===== src/rtl/nios_fprint_oci_pkg.sv =====
// Shared definitions for the fprint OCI trace packers: frame geometry,
// discontinuity code encoding and packer state encoding.
package nios_fprint_oci_pkg;
  localparam int SLOTS = 15;
  localparam int BUF_W = 2 * SLOTS;
  localparam logic [3:0] FULL_CNT = 4'(SLOTS);

  typedef enum logic [1:0] {
    DCT_BRANCH = 2'd0,
    DCT_CALL   = 2'd1,
    DCT_RETURN = 2'd2,
    DCT_EXC    = 2'd3
  } dct_code_e;

  typedef enum logic [1:0] {
    ST_IDLE      = 2'd0,
    ST_ACCUM     = 2'd1,
    ST_FULL_WAIT = 2'd2
  } pk_state_e;
endpackage


===== src/rtl/nios_fprint_oci_frame_reg.sv =====
// One-entry valid/ready output register holding a frame and its code count.
// i_load must only be asserted while o_free is high.
module nios_fprint_oci_frame_reg #(
  parameter int W  = 30,
  parameter int CW = 4
) (
  input  logic          i_clk,
  input  logic          i_rst,
  input  logic          i_load,
  input  logic [W-1:0]  i_data,
  input  logic [CW-1:0] i_count,
  input  logic          i_ready,
  output logic          o_valid,
  output logic [W-1:0]  o_data,
  output logic [CW-1:0] o_count,
  output logic          o_free
);
  logic          r_valid;
  logic [W-1:0]  r_data;
  logic [CW-1:0] r_count;

  // The slot is free when empty or draining this cycle, allowing pass-through.
  assign o_free  = !r_valid || i_ready;
  assign o_valid = r_valid;
  assign o_data  = r_data;
  assign o_count = r_count;

  always_ff @(posedge i_clk) begin
    if (i_rst) begin
      r_valid <= 1'b0;
      r_data  <= '0;
      r_count <= '0;
    end else if (i_load) begin
      r_valid <= 1'b1;
      r_data  <= i_data;
      r_count <= i_count;
    end else if (i_ready) begin
      r_valid <= 1'b0;
    end
  end
endmodule


===== src/rtl/nios_fprint_cpu_oci_dct_packer.sv =====
// Packs 2-bit trace discontinuity codes into 15-slot frames and hands them
// downstream through a one-entry valid/ready frame register.
module nios_fprint_cpu_oci_dct_packer
  import nios_fprint_oci_pkg::*;
#(
  parameter int DROP_W = 8
) (
  input  logic              clk,
  input  logic              reset,
  input  logic              trc_on,
  input  logic              dct_valid,
  input  logic [1:0]        dct_code,
  input  logic              flush,
  output logic [BUF_W-1:0]  dct_buffer,
  output logic [3:0]        dct_count,
  output logic              frame_valid,
  input  logic              frame_ready,
  output logic [BUF_W-1:0]  frame_data,
  output logic [3:0]        frame_count,
  output logic              overflow,
  output logic [DROP_W-1:0] drop_cnt
);
  pk_state_e          r_state;
  logic [BUF_W-1:0]   r_buf;
  logic [3:0]         r_cnt;
  logic               r_flush_pend;
  logic               r_overflow;
  logic [DROP_W-1:0]  r_drop;

  pk_state_e          w_nxt_state;
  logic [BUF_W-1:0]   w_post_buf, w_nxt_buf;
  logic [3:0]         w_post_cnt, w_nxt_cnt;
  logic               w_acc, w_full, w_flush_req, w_trc_fall;
  logic               w_nxt_pend, w_load, w_drop, w_free;

  always_comb begin
    w_acc       = (r_state == ST_ACCUM) && trc_on && dct_valid;
    w_post_buf  = r_buf;
    if (w_acc) w_post_buf[{r_cnt, 1'b0} +: 2] = dct_code;
    w_post_cnt  = r_cnt + {3'b000, w_acc};
    w_full      = (w_post_cnt == FULL_CNT);
    // Flush qualifies on the pre-accept count: an empty accumulator never emits.
    w_flush_req = (flush || r_flush_pend) && (r_cnt != 4'd0);
    w_trc_fall  = (r_state == ST_ACCUM) && !trc_on && (r_cnt != 4'd0);

    w_nxt_state = trc_on ? ST_ACCUM : ST_IDLE;
    w_nxt_buf   = w_post_buf;
    w_nxt_cnt   = w_post_cnt;
    w_nxt_pend  = r_flush_pend;
    w_load      = 1'b0;
    w_drop      = 1'b0;

    case (r_state)
      ST_FULL_WAIT: begin
        w_drop = trc_on && dct_valid;
        if (w_free) begin
          w_load     = 1'b1;
          w_nxt_buf  = '0;
          w_nxt_cnt  = 4'd0;
          w_nxt_pend = 1'b0;
        end else begin
          w_nxt_state = ST_FULL_WAIT;
        end
      end
      default: begin
        if (w_full || w_flush_req || w_trc_fall) begin
          if (w_free) begin
            w_load     = 1'b1;
            w_nxt_buf  = '0;
            w_nxt_cnt  = 4'd0;
            w_nxt_pend = 1'b0;
          end else if (w_full) begin
            w_nxt_state = ST_FULL_WAIT;
          end else begin
            w_nxt_pend = 1'b1;
          end
        end
      end
    endcase
  end

  always_ff @(posedge clk) begin
    if (reset) begin
      r_state      <= ST_IDLE;
      r_buf        <= '0;
      r_cnt        <= 4'd0;
      r_flush_pend <= 1'b0;
      r_overflow   <= 1'b0;
      r_drop       <= '0;
    end else begin
      r_state      <= w_nxt_state;
      r_buf        <= w_nxt_buf;
      r_cnt        <= w_nxt_cnt;
      r_flush_pend <= w_nxt_pend;
      if (w_drop) begin
        r_overflow <= 1'b1;
        if (r_drop != {DROP_W{1'b1}}) r_drop <= r_drop + 1'b1;
      end
    end
  end

  nios_fprint_oci_frame_reg #(.W(BUF_W), .CW(4)) u_frame_reg (
    .i_clk   (clk),
    .i_rst   (reset),
    .i_load  (w_load),
    .i_data  (w_post_buf),
    .i_count (w_post_cnt),
    .i_ready (frame_ready),
    .o_valid (frame_valid),
    .o_data  (frame_data),
    .o_count (frame_count),
    .o_free  (w_free)
  );

  assign dct_buffer = r_buf;
  assign dct_count  = r_cnt;
  assign overflow   = r_overflow;
  assign drop_cnt   = r_drop;
endmodule


===== config.mk =====
export PLATFORM = sky130hd
export DESIGN_NAME = nios_fprint_cpu_oci_dct_packer
export DESIGN_NICKNAME = d
export VERILOG_FILES = /design/src/rtl/nios_fprint_oci_pkg.sv /design/src/rtl/nios_fprint_oci_frame_reg.sv /design/src/rtl/nios_fprint_cpu_oci_dct_packer.sv
export SDC_FILE = /design/constraint.sdc
export NUM_CORES = 1
export LEC_CHECK = 0
export BUFFER_PORTS_ARGS = -buffer_cell sky130_fd_sc_hd__clkbuf_2
export CAP_MARGIN = 20
export CORE_MARGIN = 10
export CORE_UTILIZATION = 50
export DETAILED_ROUTE_END_ITERATION = 7
export GPL_ROUTABILITY_DRIVEN = 0
export PLACE_DENSITY = 0.76
export REMOVE_ABC_BUFFERS = 1
export SETUP_SLACK_MARGIN = 0.02
export SLEW_MARGIN = 0
export SYNTH_ARGS = -nofsm -noshare
export SYNTH_HDL_FRONTEND = slang
export SYNTH_SLANG_ARGS = --single-unit
export TNS_END_PERCENT = 5

===== constraint.sdc =====
create_clock -name clk -period 2.5 [get_ports clk]
set_input_delay 0.125 -clock clk [delete_from_list [all_inputs] [get_ports clk]]
set_output_delay 0.125 -clock clk [all_outputs]
set_load 0.01 [all_outputs]

==> results.toml <==
[detailed_routing]
wl_um = 8480
vias = 2783
postRouteAntennaNets = 0
viasPerCell = 5.41
drt_iter0_markers = 114
drc = 0
wl_per_cell_um = 16.5
firstDrtPassIters = 4

[timing]
clock.fmax_mhz = 427
fin_crit_ps = 2340
drv_slew = 0
finClkSkew_ps = 13.8
fin_crit_sh_pct = 93.7
setup_viol = 0
worst_pin_slew_ps = 555
rsz0062_at_grt = "true"
hold_viol = 0
relSlewSlack_pct = 62.7
whs_ps = 80.9

[power_and_ir_drop]
combPwrFrac_pct = 6.0
p_leak_uw = 0.00177
power-per-cell-area_nw_per_um2 = 622
p_int_uw = 2030
ir_drop_v = 0.000407
p_seq_share_pct = 51.4
power_uw = 2570
switchingPower_uw = 541
switching_share_pct = 21.0
clkPwrFrac_pct = 42.7

[clocking]
hold_buffers = 0
htreeDepth = 3
clk_pin_slew_ps = 70
cts_tree = "done"
cts.sinks = 81
root_buffer = "clkbuf_8"
clock_latency_ps = 340
clk_path_buf_depth = 2
numCtsBuffers = 9

[grt]
grt_max_degree = 36
track_usage_pct = 16.0
grt_overflow = 0
grt_pass1_vias = 2742
grt_pass1_wl_um = 13500
grt_antenna_before_repair = 0

[cells_and_area]
seqCellArea_um2 = 1620
multiInputGateArea_um2 = 1560
nets = 447
insertedDiodeCount = 0
syn2layout_area_growth_pct = 25.1
drive_gt1_share_pct = 28.6
fillers = 549

[floorplanning]
die_h_um = 101
die_w_um = 101
fp.coreArea_um2 = 6390
io_pins = 86
core.rowCount = 29
dieArea_um2 = 10300
start_util_pct = 51.7

[synthesis]
ys_types = 44
synth-main-ff-cell = "dfxtp_1"
synth_cells = 342
synth-seq-area-share_pct = 49.1
synth_area_leaders = "dfxtp_1, mux2i_1, nor2_1, a211oi_1, ha_1"
async_flop_share_pct = 0
synth_top_area_share_pct = 49.1
yosys_register_bits = 81
yosys-top-cells-count = "dfxtp_1, nor2_1, mux2i_1"
netlist_area_um2 = 3300
ys_warn_count = 0
yosysTopAreaCell = "dfxtp_1"
synth_edf_count = 0
syn_area_per_cell_um2 = 9.66

[placed_design]
dp_hpwl_um = 6080
io_buffers = 85

[flow_run]
max_cap_viol_count = 0

[worst_setup_path]
cp_data_arrival_time_ps = 2560
worstSetupPathType = "reg2reg"
endpoint_kind = "flip-flop"
worst_ep_required_time_ps = 2710
startpoint_type = "flip-flop"
reg2reg_slack_ps = 160
worst-path-max-fanout = 5

[min_path]
hold_path.class = "in2reg"

[outcome]
status = "complete, no violations"
[worst max-delay path, stage by stage (launching register included)]
cell      delay [ps]
dfxtp_1          460
inv_1            120
ha_1             250
xnor2_1          170
nor3_1           500
and3b_1          330
mux2i_1          280
a211oi_1         110
[cell type report]
| class | instances | area share (%) |
|---|---|---|
| Multi-Input combinational cell | 234 | 37.6 |
| Timing Repair Buffer | 100 | 14.7 |
| Clock inverter | 3 | 2.18 |
| Inverter | 7 | 0.635 |
| Clock buffer | 12 | 3.27 |
| Tap cell | 77 | 2.33 |
| Sequential cell | 81 | 39.2 |
[sequential cells by signal, summed over array words and instances (netlist names)]
register / count
overflow: 1
u_frame_reg.o_count: 4
u_frame_reg.o_valid: 1
r_flush_pend: 1
r_state: 2
u_frame_reg.o_data: 30
drop_cnt: 8
dct_buffer: 30
dct_count: 4
[power by group through the flow]
stage | combinational (µW) | clock [µW] | sequential [µW]
final | 153 | 1100 | 1320
after detailed placement | 144 | 0 | 1350
after global placement | 141 | 0 | 1350
after CTS | 145 | 1120 | 1320
after global routing | 169 | 1170 | 1320
after floorplan | 62.8 | 0 | 1360
[repair_timing]
item | 4_1_cts | 5_1_grt
hold endpoints to repair | 0 | 0
setup buffers | 0 | 2
endpoints found under the setup margin | 0 | 65
resized for setup | 0 | 9
[per-stage QoR]
stage / setup TNS, ps / cell area [µm²] / cells / setup slack [ps] / util [%]
4_1_cts: 0 / 4040 / 510 / 159 / 63.2
6_report: 0 / 4140 / 514 / 157 / 64.8
3_5_place_dp: 0 / 3810 / 495 / 187 / 59.7
5_1_grt: -7.43 / 4140 / 514 / -7.43 / 64.8
3_3_place_gp: 0 / 3810 / 495 / 279 / 59.7
2_1_floorplan: -70940 / 3170 / 322 / -1330 / -
[worst paths after layout]
kind,from,endpoint,cells after the start
max,dct_count[1]$_SDFF_PP0_,u_frame_reg.o_data[27]$_SDFFE_PP0P_,7
min,trc_on,r_state[0]$_SDFF_PP0_,2
max reg2reg,dct_count[1]$_SDFF_PP0_,u_frame_reg.o_data[27]$_SDFFE_PP0P_,7
min reg2reg,overflow$_SDFFE_PP0P_,overflow$_SDFFE_PP0P_,2
[kinds of logic after synthesis]
kind of cell             share of synthesized area (%)
AND/OR/NAND/NOR                                   20.6
flip-flops                                        49.1
AO/OA/AOI/OAI                                     10.9
multiplexers                                      10.0
buffers and inverters                             4.81
XOR/XNOR                                          2.39
adder cells (fa/ha/maj)                           2.27
[layer usage]
| metal | GRT usage, % | vias up | wire length (µm) |
|---|---|---|---|
| li1 | - | 1374 | - |
| met1 | 19.3 | 1317 | 3600 |
| met2 | 25.4 | 80 | 4010 |
| met3 | 6.06 | 12 | 765 |
| met4 | 5.36 | 0 | 102 |
| met5 | 0 | - | 0 |
[cell usage in the layout, fill, tap and decap left out, types with 2 or more instances in the layout]
cell type | netlist | layout
nor3b_1 | 5 | 5
nand4_1 | 5 | 5
a21oi_1 | 2 | 2
bufinv_16 | 0 | 3
clkbuf_8 | 0 | 9
or3_1 | 4 | 4
nor3_1 | 6 | 6
and3_1 | 5 | 5
mux2i_1 | 33 | 33
buf_4 | 4 | 8
buf_12 | 0 | 2
ha_1 | 6 | 4
dfxtp_1 | 81 | 80
clkbuf_2 | 1 | 85
nand2_1 | 10 | 10
buf_6 | 5 | 3
clkbuf_1 | 6 | 3
nand4b_1 | 2 | 2
a31oi_1 | 3 | 3
o2111ai_1 | 2 | 2
xnor2_1 | 7 | 7
nor2b_1 | 5 | 5
nor2_1 | 81 | 81
inv_1 | 6 | 6
nand3_1 | 5 | 5
o21ai_0 | 2 | 2
clkbuf_16 | 0 | 2
a211oi_1 | 32 | 32
and3b_1 | 2 | 2
(Power assumes the default switching activity.)
